## src/rtl/stopwatch_ctrl_if.sv

```systemverilog
// Purpose: command pulses in, elapsed/lap/alarm status out, for stopwatch_ctrl.
// Latency: wiring only; timing is set by the controller behind the slave modport.
// Backpressure: none, commands are fire-and-forget pulses and status is always valid.
interface stopwatch_ctrl_if #(
    parameter int CNT_W = 32
);
    logic             start;
    logic             stop;
    logic             clear;
    logic             lap;
    logic             alarm_set;
    logic [CNT_W-1:0] alarm_ms;
    logic [CNT_W-1:0] elapsed_ms;
    logic [CNT_W-1:0] lap_ms;
    logic             lap_valid;
    logic             ms_tick;
    logic             running;
    logic             alarm;
    logic             ovf;

    // Command source / status consumer side
    modport master (
        output start, stop, clear, lap, alarm_set, alarm_ms,
        input  elapsed_ms, lap_ms, lap_valid, ms_tick, running, alarm, ovf
    );

    // Controller side
    modport slave (
        input  start, stop, clear, lap, alarm_set, alarm_ms,
        output elapsed_ms, lap_ms, lap_valid, ms_tick, running, alarm, ovf
    );
endinterface

```

## src/rtl/stopwatch_ctrl.sv

```systemverilog
// Purpose: stopwatch sequencer: start/stop/clear FSM, 1 ms prescaler, lap capture, alarm compare.
// Latency: commands act on the next edge; first ms_tick exactly CLK_PER_MS cycles after start.
// Backpressure: none; pulses are always accepted (or ignored by state). Optional: STOPWATCH_AUTOSTOP_EN.
module stopwatch_ctrl #(
    parameter int CLK_PER_MS = 100000,
    parameter int CNT_W      = 32
) (
    input  logic          clk,
    input  logic          reset,
    stopwatch_ctrl_if.slave sw
);

    typedef enum logic [1:0] {
        IDLE  = 2'd0,
        RUN   = 2'd1,
        PAUSE = 2'd2
    } state_t;

    localparam int             PW        = (CLK_PER_MS > 2) ? $clog2(CLK_PER_MS) : 1;
    localparam logic [PW-1:0]  PRESC_MAX = PW'(CLK_PER_MS - 1);

    state_t           state_q, state_d;
    logic [PW-1:0]    presc_q, presc_d;
    logic [CNT_W-1:0] elapsed_q, elapsed_d, elapsed_inc;
    logic [CNT_W-1:0] lap_q;
    logic [CNT_W-1:0] thr_q;
    logic             armed_q;
    logic             alarm_q;
    logic             ovf_q;
    logic             lap_vld_q;
    logic             running_q;

    logic             tick;
    logic             cmd_stop;
    logic             cmd_start;
    logic             cmd_lap;
    logic             alarm_hit;

    // Command decode, tick/alarm detection and next-state for FSM, prescaler and count
    always_comb begin
        state_d     = state_q;
        presc_d     = presc_q;
        elapsed_d   = elapsed_q;
        elapsed_inc = elapsed_q + CNT_W'(1);

        // Strict priority: clear > stop > start > lap; only the winner acts
        cmd_stop  = sw.stop && !sw.clear;
        cmd_start = sw.start && !sw.clear && !sw.stop;
        cmd_lap   = sw.lap && !sw.clear && !sw.stop && !sw.start && (state_q != IDLE);

        tick = (state_q == RUN) && (presc_q == PRESC_MAX);

        // A fresh alarm_set in the same cycle takes precedence over a match on the old threshold
        alarm_hit = tick && armed_q && (thr_q != '0) && (elapsed_inc == thr_q) && !sw.alarm_set;

        if (sw.clear) begin
            state_d = IDLE;
        end else if (cmd_stop && (state_q == RUN)) begin
            state_d = PAUSE;
        end else if (cmd_start && (state_q != RUN)) begin
            state_d = RUN;
        end

`ifdef STOPWATCH_AUTOSTOP_EN
        // Reaching the alarm threshold parks the watch in PAUSE with the count frozen there
        if (!sw.clear && alarm_hit) begin
            state_d = PAUSE;
        end
`endif

        // Prescaler only advances in RUN and is held in PAUSE so a resume finishes the partial ms
        if (sw.clear) begin
            presc_d = '0;
        end else if (state_q == RUN) begin
            presc_d = tick ? '0 : presc_q + PW'(1);
        end

        if (sw.clear) begin
            elapsed_d = '0;
        end else if (tick) begin
            elapsed_d = elapsed_inc;
        end
    end

    // FSM state register
    always_ff @(posedge clk) begin
        if (reset) begin
            state_q <= IDLE;
        end else begin
            state_q <= state_d;
        end
    end

    // Datapath registers: prescaler, count, lap capture, wrap and alarm flags
    always_ff @(posedge clk) begin
        if (reset) begin
            presc_q   <= '0;
            elapsed_q <= '0;
            lap_q     <= '0;
            lap_vld_q <= 1'b0;
            thr_q     <= '0;
            armed_q   <= 1'b0;
            alarm_q   <= 1'b0;
            ovf_q     <= 1'b0;
            running_q <= 1'b0;
        end else begin
            presc_q   <= presc_d;
            elapsed_q <= elapsed_d;
            running_q <= (state_d == RUN);

            // Lap samples the pre-edge count, so a coincident tick is not yet included
            lap_vld_q <= cmd_lap;
            if (cmd_lap) begin
                lap_q <= elapsed_q;
            end

            if (sw.clear) begin
                ovf_q <= 1'b0;
            end else if (tick && (&elapsed_q)) begin
                ovf_q <= 1'b1;
            end

            // Threshold and armed survive clear; only the alarm flag is dropped
            if (sw.alarm_set) begin
                thr_q   <= sw.alarm_ms;
                armed_q <= 1'b1;
                alarm_q <= 1'b0;
            end else if (sw.clear) begin
                alarm_q <= 1'b0;
            end else if (alarm_hit) begin
                alarm_q <= 1'b1;
                armed_q <= 1'b0;
            end
        end
    end

    assign sw.elapsed_ms = elapsed_q;
    assign sw.lap_ms     = lap_q;
    assign sw.lap_valid  = lap_vld_q;
    assign sw.ms_tick    = tick;
    assign sw.running    = running_q;
    assign sw.alarm      = alarm_q;
    assign sw.ovf        = ovf_q;

endmodule

```

## src/flat_wrapper.sv

```systemverilog
// flat-port wrapper written by rule: the top's interface ports become plain ports
module stopwatch_ctrl_flat 
#(
    parameter int CLK_PER_MS = 100000,
    parameter int CNT_W      = 32
)
  (clk, reset, sw_start, sw_stop, sw_clear, sw_lap, sw_alarm_set, sw_alarm_ms, sw_elapsed_ms, sw_lap_ms, sw_lap_valid, sw_ms_tick, sw_running, sw_alarm, sw_ovf);
  stopwatch_ctrl_if #(.CNT_W(CNT_W)) sw_i ();
  input  logic clk;
  input  logic reset;
  input wire logic [$bits(sw_i.start)-1:0] sw_start;
  input wire logic [$bits(sw_i.stop)-1:0] sw_stop;
  input wire logic [$bits(sw_i.clear)-1:0] sw_clear;
  input wire logic [$bits(sw_i.lap)-1:0] sw_lap;
  input wire logic [$bits(sw_i.alarm_set)-1:0] sw_alarm_set;
  input wire logic [$bits(sw_i.alarm_ms)-1:0] sw_alarm_ms;
  output wire logic [$bits(sw_i.elapsed_ms)-1:0] sw_elapsed_ms;
  output wire logic [$bits(sw_i.lap_ms)-1:0] sw_lap_ms;
  output wire logic [$bits(sw_i.lap_valid)-1:0] sw_lap_valid;
  output wire logic [$bits(sw_i.ms_tick)-1:0] sw_ms_tick;
  output wire logic [$bits(sw_i.running)-1:0] sw_running;
  output wire logic [$bits(sw_i.alarm)-1:0] sw_alarm;
  output wire logic [$bits(sw_i.ovf)-1:0] sw_ovf;
  assign sw_i.start = sw_start;
  assign sw_i.stop = sw_stop;
  assign sw_i.clear = sw_clear;
  assign sw_i.lap = sw_lap;
  assign sw_i.alarm_set = sw_alarm_set;
  assign sw_i.alarm_ms = sw_alarm_ms;
  assign sw_elapsed_ms = sw_i.elapsed_ms;
  assign sw_lap_ms = sw_i.lap_ms;
  assign sw_lap_valid = sw_i.lap_valid;
  assign sw_ms_tick = sw_i.ms_tick;
  assign sw_running = sw_i.running;
  assign sw_alarm = sw_i.alarm;
  assign sw_ovf = sw_i.ovf;
  stopwatch_ctrl #(.CLK_PER_MS(CLK_PER_MS), .CNT_W(CNT_W)) u_core (.clk(clk), .reset(reset), .sw(sw_i));
endmodule
```

## config.mk

```make
export PLATFORM = sky130hd
export DESIGN_NAME = stopwatch_ctrl_flat
export DESIGN_NICKNAME = d
export VERILOG_FILES = /design/src/rtl/stopwatch_ctrl_if.sv /design/src/rtl/stopwatch_ctrl.sv /design/src/flat_wrapper.sv
export SDC_FILE = /design/constraint.sdc
export NUM_CORES = 1
export LEC_CHECK = 0
export CAP_MARGIN = 20
export CORE_UTILIZATION = 35
export DETAILED_ROUTE_END_ITERATION = 10
export SETUP_SLACK_MARGIN = 0.2
export SKIP_LAST_GASP = 1
export SLEW_MARGIN = 5
export SYNTH_ARGS = -nofsm -noshare
export SYNTH_HDL_FRONTEND = slang
export SYNTH_SLANG_ARGS = --single-unit
```

## constraint.sdc

```tcl
create_clock -name clk -period 7.5 [get_ports clk]
set_input_delay 1.5 -clock clk [delete_from_list [all_inputs] [get_ports clk]]
set_output_delay 1.5 -clock clk [all_outputs]
set_load 0.03 [all_outputs]
```

# --- Yosys cells after proc, flatten, opt, wreduce, memory -nomap -nowiden ---
# Index checks and enable logic that the tools add are counted.
totals:
  input_bits: 39
  ff_bits: 120
classes:
  reduce_logical: 26
  muxes: 7
  n_eq_ne: 6
  addsub: 2
ops:
  columns: ["cell", "count"]
  rows:
  - ["$add 32x1->32 const B", 1]
  - ["$eq 32x32->1", 1]
  - ["$reduce_and 32->1", 1]
  - ["$reduce_bool 32->1", 1]
  - ["$add 17x1->17 const B", 1]
  - ["$eq 17x17->1 const B", 1]
  - ["$mux 17", 1]
  - ["$logic_and 1x1->1", 15]
  - ["$mux 2", 3]
  - ["$eq 2x1->1 const B", 2]
  - ["$logic_not 1->1", 4]
  - ["$ne 2x1->1 const B", 2]
  - ["$reduce_bool 2->1", 2]
  - ["$mux 1", 3]
  - ["$reduce_or 3->1", 1]
  - ["$reduce_and 2->1", 1]
  - ["$reduce_or 2->1", 1]

# --- Logic depth before layout (Yosys ltp) ---
# Gate-level depths: netlist of run 1.
logic_depth:
  word_depth: 9
  ltp_mapped: 9
  mapped_depth_nobuf: 8

# --- Worst setup path after synthesis of run 1 ---
# No wires, ideal clock.
synth_timing:
  path_type: "register to register"
  from: "reg u_core.elapsed_q[0] (netlist: u_core.sw.elapsed_ms[0])"
  to: "reg u_core.armed_q"
  path_buffers: 1
  t_arrival_ns: 2.634
  slack_ns: 4.746
  setup_time_ns: 0.120
  required_ns: 7.380
  path_stages_with_launch: 10
  cell_sequence: "dfxtp_1 ha_1 nand3_2 nor4_1 buf_4 xnor2_1 a2111o_1 nor4_1 nand4_1 o31a_1"
synth_via:
  elab_chain_len: 6
synth_rtl:
  columns: ["element", "line_no", "source"]
  rows:
  - ["start, declared", "stopwatch_ctrl.sv:24", "logic [CNT_W-1:0] elapsed_q, elapsed_d, elapsed_inc;"]
  - ["start signal, assigned", "stopwatch_ctrl.sv:108", "elapsed_q <= elapsed_d;"]
  - ["$add 32x1->32", "stopwatch_ctrl.sv:44", "elapsed_inc = elapsed_q + CNT_W'(1);"]
  - ["$eq 32x32->1", "stopwatch_ctrl.sv:54", "alarm_hit = tick && armed_q && (thr_q != '0) && (elapsed_inc == thr_q) && !sw.alarm_set;"]
  - ["$logic_and 1x1->1 (2 in a row)", "stopwatch_ctrl.sv:54", null]
  - ["$reduce_bool 2->1 (no line)", null, null]
  - ["$reduce_and 2->1 (no line)", null, null]
  - ["end signal, assigned", "stopwatch_ctrl.sv:102", "armed_q <= 1'b0;"]
  - ["end signal, assigned", "stopwatch_ctrl.sv:126", "armed_q <= 1'b1;"]
  - ["end signal, assigned", "stopwatch_ctrl.sv:132", "armed_q <= 1'b0;"]
  - ["end, declared", "stopwatch_ctrl.sv:27", "logic armed_q;"]
# Every way passes these cells.
# A chain may end at the register's enable or synchronous reset.

# --- Final worst setup path of run 1 ---
layout_timing:
  from: "reg u_core.presc_q[0]"
  to: "out sw_ms_tick"
layout_via:
  elab_chain_len: 2
layout_rtl:
  columns: ["element", "line_no", "source"]
  rows:
  - ["start, declared", "stopwatch_ctrl.sv:23", "logic [PW-1:0] presc_q, presc_d;"]
  - ["start signal, assigned", "stopwatch_ctrl.sv:107", "presc_q <= presc_d;"]
  - ["$eq 17x17->1", "stopwatch_ctrl.sv:51", "tick = (state_q == RUN) && (presc_q == PRESC_MAX);"]
  - ["$logic_and 1x1->1", "stopwatch_ctrl.sv:51", null]
  - ["end, declared", "flat_wrapper.sv:20", "output wire logic [$bits(sw_i.ms_tick)-1:0] sw_ms_tick;"]
# Every way passes these cells.

==> results of run 1 <==
==> cells by family (layout without fill, tap and decap cells) <==
logic type	count (synthesis)	in the layout	share of synthesized area
AOI/OAI and AO/OA	90	90	0.09540
xor gates and xnor gates	77	77	0.1113
adders and majority gates	2	2	0.004129
buffers and inverters	60	149	0.05038
DFF	120	120	0.3964
muxes	33	33	0.05451
and+or+nand+nor	349	349	0.2878
==> metal layers <==
metal	GRT usage	vias up
met5	0	-
met4	0.07008	0
met3	0.03957	23
met2	0.2818	173
met1	0.2641	2474
li1	-	2695
==> through the flow <==
stage	util	setup slack (ns)
floorplan	-	4.746
global placement	0.4271	3.935
detailed placement	0.4271	3.926
CTS	0.4598	3.742
global route	0.4598	3.614
finish	0.4598	3.749
==> cell usage after synthesis, types with 2 or more instances <==
library cell  number
nand4_1           23
nor4b_1            5
buf_4              9
and4_1             5
nand4_4            2
o21a_1             2
nand3_1           26
dfxtp_1          120
nor2b_1            5
and2_1             2
ha_1               2
xnor2_1           44
xor2_1            33
o31a_1             2
or3_1             10
a31o_2             3
mux2i_1           33
clkbuf_1          26
o22ai_1            2
nor3_1            11
or2_2              4
and4b_1            2
buf_6              5
nand4_2            3
a31oi_1            5
nor4_1            22
a21oi_1           46
o21ai_0           11
nand2_1          103
a211oi_1           3
and3_1            11
nand2b_1           2
a41oi_1            3
o2111ai_1          2
buf_2              6
inv_1              5
buf_1              8
nor2_1           102
==> final cells by class <==
| class | count | area, sq um |
|---|---|---|
| clock buffer | 19 | 442.9 |
| sequential | 120 | 2402 |
| clock inverter | 12 | 105.1 |
| tap | 220 | 275.3 |
| timing repair buffer | 113 | 1106 |
| fill | 1641 | 9054 |
| multi-input combinational | 551 | 3356 |
| inverter | 5 | 18.77 |
==> where the power goes <==
group / internal [uW] / switching (uW) / leakage [uW] / total (uW)
Sequential: 649 / 13.7 / 0.000973 / 663
Combinational: 46.8 / 40.7 / 0.00139 / 87.5
Clock: 459 / 295 / 0.000257 / 755
==> worst max-delay path, cell delays in order, from the launching register on <==
cell	delay, ns
dfxtp_1	0.37
ha_1	0.20
nand4b_1	0.14
nor2_1	0.25
and3_1	0.21
clkdlybuf4s50_1	0.67
==> path summary, 6_finish.rpt <==
kind                                               start              endpoint  cells after the start
worst max-delay path                   u_core.presc_q[0]            sw_ms_tick                      5
worst min-delay path                u_core.sw.lap_ms[18]  u_core.sw.lap_ms[18]                      2
worst max register to register  u_core.sw.elapsed_ms[16]        u_core.armed_q                      7
worst min register to register      u_core.sw.lap_ms[18]  u_core.sw.lap_ms[18]                      2
==> flip-flops by register name, summed over array words and instances (netlist names) <==
| register | count |
|---|---|
| u_core.sw.alarm | 1 |
| u_core.sw.ovf | 1 |
| u_core.state_q | 2 |
| u_core.armed_q | 1 |
| u_core.thr_q | 32 |
| u_core.presc_q | 17 |
| u_core.sw.running | 1 |
| u_core.sw.lap_valid | 1 |
| u_core.sw.elapsed_ms | 32 |
| u_core.sw.lap_ms | 32 |
==> results.md, run 1 <==
- Status: completed
- Hold WC Path Type: reg2reg
- HPWL Detailed: 11370 um
- FF-to-FF setup slack: 4.33 ns
- Starting DRT DRC Count: 313
- First-pass GRT wire length: 26450 um
- Seq/Total Area, Yosys: 0.3964
- Met2 wire length: 6939 um
- Pwr/cell area: 195.3 nW/um^2
- Avg Vias per Cell: 5.159
- Number of gates resized after CTS: 0
- EDFF count, synth: 0
- CP Data Required Time: 6.00 ns
- Primary FF master, synth: dfxtp_1
- GRT Total Usage: 0.1883
- Fin. Hold Viols: 0
- Overall Power: 1505 uW
- Via count: 5365
- Post-synthesis register bit count: 120
- Crit path capture type: output port
- WL per Instance: roughly 16 um
- Synth async-reset ratio: 0
- Commonest non-fill, non-tap cell in the layout: dfxtp_1
- Largest net degree at the start of global routing: 68
- Maxcap violations: 0
- Synth top area cells: dfxtp_1 (40%), nand2_1 (6.4%), xnor2_1 (6.4%)
- Ys Warns: 0
- Synth top area share: 0.3964
- Residual DRC: 0
- RSZ-0062 raised after global routing: no
- Cell accounting for the most synthesized area: dfxtp_1
- Num CTS Buffers: 17
- H-tree levels: 4
- Synth Instances: approximately 730
- CTS tree: yes
- Placed Area: 7158 sq um
- Rows: 47
- Drt first pass iters: 5
- Clock Path Buffers: 2
- Final Cell Area: 7706 sq um
- Initial antenna violation count: 0
- Leakage: 0.002625 uW
- Clk sinks: 120
- Arr. time, crit path: 2.25 ns
- # IOs: 108
- Die width: 133.6 um
- Syn-to-layout area delta: 27.17%
- Slew Limit Fails: 0
- Startpoint Class: register
- Unique cell type count in the Yosys netlist: 61
- Root Driver: clkbuf_16
- Initial Utilization: 0.3616
- Top Metal Used: met4
- VDD IR-drop max: 0.0001578 V
- CTS clk-pin slew, worst paths: 0.05 ns
- Mean Syn Cell Area: 8.289 sq um
- Tightest Pin Transition: approximately 1.0 ns
- Non-Filler Instances: between 1000 and 1500
- Critical setup path kind: reg2out
- Diode count: 0
- Routed WL: 16180 um
- Nets: 849
- Fmax: ~270 MHz
- Final setup fails: 0
- Post-Syn Nets: 772
- Vias in the first global route: 5021
- Inst Count DP: 1009
- Mapped Area: 6060 sq um
- Die Ht: 133.6 um
- Worst Skew: 0.009065 ns
- DRT antenna net count: 0
- Min Tclk post-route: 3.751 ns
- DR WL met3: just under 800 um
- Fin Setup TNS: 0 ns
- Most frequent cells in the layout: dfxtp_1 (120), clkdlybuf4s50_1 (105), nand2_1 (103), nor2_1 (102), a21oi_1 (46)
- Port Buffers: about 110
- Area of the core: 16760 sq um
- DIE AREA: 17840 sq um
- DRT met1 WL: 8103 um
- Post-CTS setup buffers: 0
- GRT overflow: 0
- Final cycle utilization of the critical path: 0.5001
- Hold_ws: around 0.45 ns
- Slew headroom: 0.3004
- RD Place Congestion: 0.8705
- Clk_lat worst skew: 0.41 ns
- Fraction of layout cells with a size suffix above 1: 0.07317
- Hold-fix buffers, CTS: 0
- Worst Path Max Fanout: 5
(Power assumes the default switching activity.)
==> inputs of run 2 (changes only) <==
Clock period 7.5 ns to 3.36 ns, I/O delays scaled along.
==> run 2 against run 1 <==
First-iteration DRC count rose by 40%. Final area rose by 2.7%. Wire length rose by 3.2%. Sequential share of layout area fell by 0.83 points. Highest routed layer unchanged. Via count rose by 0.91%.
==> results.md, run 2 (synthesis results as in run 1) <==
- Status: completed
- Inst Count DP: 1028 (+1.9%)
- Initial antenna violation count: 0 (unchanged)
- Worst Hold Depth: 2 (unchanged)
- # IOs: 108 (unchanged)
- Pwr/cell area: 454.5 nW/um^2 (+130%)
- HPWL Detailed: 12050 um (+6.0%)
- Most frequent cells in the layout: dfxtp_1 (120), clkdlybuf4s50_1 (105), nand2_1 (103), nor2_1 (102), a21oi_1 (46)
- Crit path capture type: output port
- Drt first pass iters: 5 (unchanged)
- Reg-to-Reg Start: u_core.sw.elapsed_ms[8]
- Arr. time, crit path: 2.28 ns (+0.03 ns)
- FF-to-FF setup slack: 0.47 ns (-3.86 ns)
- Area of the core: 16760 sq um (unchanged)
- Sw frac: 0.2057 (-0.02674)
- Diode count: 0 (unchanged)
- Port Buffers: 107 (unchanged)
- DRT antenna net count: 0 (unchanged)
- GRT overflow: 0 (unchanged)
- HP Start: u_core.sw.lap_ms[11]
- Syn-to-layout area delta: 30.64%
- Startpoint Class: register
- Num CTS Buffers: 17 (unchanged)
- Met2 usage: 0.2980 (+0.01620)
- GRT met3 Usage: 0.04110 (+0.001522)
- Initial Utilization: 0.3616 (unchanged)
- Flip-flop and latch area: 2402 sq um (unchanged)
- Multi-input logic area: 3356 sq um (unchanged)
- R2R depth: 7 (unchanged)
- Number of gates resized after CTS: 0 (unchanged)
- Min Tclk post-route: 2.955 ns
- Final cycle utilization of the critical path: 0.8796
- Comb pwr share: 0.055 (-0.003)
- Nets: 868 (+2.2%)
- First-pass GRT wire length: 26970 um (+2.0%)
- Residual DRC: 0 (unchanged)
- PnR worst setup slack: 0.4046 ns (-3.344 ns)
- CTS tree: yes
- P_sw: 740.0 uW (+110%)
- Largest net degree at the start of global routing: 67 (-1.5%)
- RD Place Congestion: 0.8673 (-0.37%)
- Starting DRT DRC Count: 437 (+40%)
- CTS clk-pin slew, worst paths: 0.05 ns (about the same)
- DIE AREA: 17840 sq um (unchanged)
- Worst Path Max Fanout: 5 (unchanged)
- Rows: 47 (unchanged)
- Critical setup path kind: reg2out
- Slew headroom: 0.3155 (+0.01511)
- Finished Core Util: 0.4723 (+0.01254)
- Fraction of layout cells with a size suffix above 1: 0.08950 (+0.01633)
- Final setup fails: 0 (unchanged)
- RSZ-0062 raised after global routing: no
- Fin Setup TNS: 0 ns (unchanged)
- Overall Power: 3598 uW (+140%)
- Clk_lat worst skew: 0.41 ns (about the same)
- Fin. Hold Viols: 0 (unchanged)
- Slew Limit Fails: 0 (unchanged)
- Count of filler cells inserted in the layout: 1644 (+0.18%)
- Non-Filler Instances: 1058 (+1.7%)
- WL per Instance: 15.78 um (+1.4%)
- Leakage: 0.002762 uW (+5.3%)
- Hold-fix buffers, CTS: 0 (unchanged)
- Dpl ws: 0.5032 ns (-3.422 ns)
- Root Driver: clkbuf_16
- Routing usage on met1: 0.2687 (+0.004636)
- H-tree levels: 4 (unchanged)
- CP Data Required Time: 2.69 ns (-3.31 ns)
- Via count: 5414 (+0.91%)
- Reg2Reg Capture Point: u_core.armed_q
- Pint: 2858 uW (+150%)
- Worst Skew: 0.01434 ns (+0.005273 ns)
- Clock power share: 0.533 (+0.031)
- Tightest Pin Transition: 1.027 ns (-0.02266 ns)
- Hold WC Path Type: reg2reg
- VDD IR-drop max: 0.0003360 V (+110%)
- Vias in the first global route: 5055 (+0.68%)
- Post-CTS setup buffers: 0 (unchanged)
- Commonest non-fill, non-tap cell in the layout: dfxtp_1
- Critical Path End: sw_ms_tick
- Crit path from: u_core.presc_q[0]
- Die width: 133.6 um (unchanged)
- Top Usage Layer GRT: met2
- GRT Total Usage: 0.1940 (+0.005683)
- Maxcap violations: 0 (unchanged)
- Clk sinks: 120 (unchanged)
- Clock Path Buffers: 2 (unchanged)
- Die Ht: 133.6 um (unchanged)
- Fmax: ~340 MHz
- Register share of total power: 0.412 (-0.028)
- Routed WL: 16690 um (+3.2%)
- Avg Vias per Cell: 5.117 (-0.80%)
-- run 2: changes by cell type in the layout (fill, tap and decap cells not counted), sizes merged --
cell / previous run / this run
clkinvlp: 5 / 2
clkbuf: 19 / 21
buf: 8 / 27
bufinv: 1 / 5
clkinv: 6 / 2
-- run 2: layout make-up --
class	instances	area share
multi-input combinational	551	0.4239
tap	220	0.03477
sequential	120	0.3035
timing repair buffer	132	0.1577
clock inverter	9	0.02213
clock buffer	21	0.05563
inverter	5	0.002371
-- run 2: critical path: stages (launching register included) --
cell and delay [ns]:
dfxtp_1 0.37, ha_1 0.20, nand4b_1 0.14, nor2_1 0.26, and3_1 0.24, clkdlybuf4s50_1 0.67
-- run 2: power by group through the flow --
stage                     clock, uW  combinational, uW  sequential (uW)
after floorplan                   0                125             1500
after global placement            0                199             1510
after detailed placement          0                199             1510
after CTS                      1960                200             1480
after global routing           2040                216             1480
final                          1920                198             1480
-- run 2: per-stage QoR --
stage	hold WS [ns]	instance area, sq um
detailed placement	0.4461	7301
global placement	0.4426	7301
global route	0.4676	7916
CTS	0.4534	7916
finish	0.4514	7916
floorplan	0.4492	6060
-- run 2: metal layers --
metal  vias to the layer above  share of wire
li1                       2732              -
met2                       163           0.44
met1                      2502           0.50
met5                         -              0
met3                        17          0.051
met4                         0          0.014
-- run 2: worst min-delay path by stage --
stage	to	slack, ns
2_1_floorplan	u_core.presc_q[1]	0.45
3_3_place_gp	u_core.sw.lap_ms[27]	0.44
3_5_place_dp	u_core.sw.lap_ms[7]	0.45
4_1_cts	u_core.sw.lap_ms[7]	0.45
5_1_grt	u_core.sw.lap_ms[13]	0.47
6_report	u_core.sw.lap_ms[11]	0.45
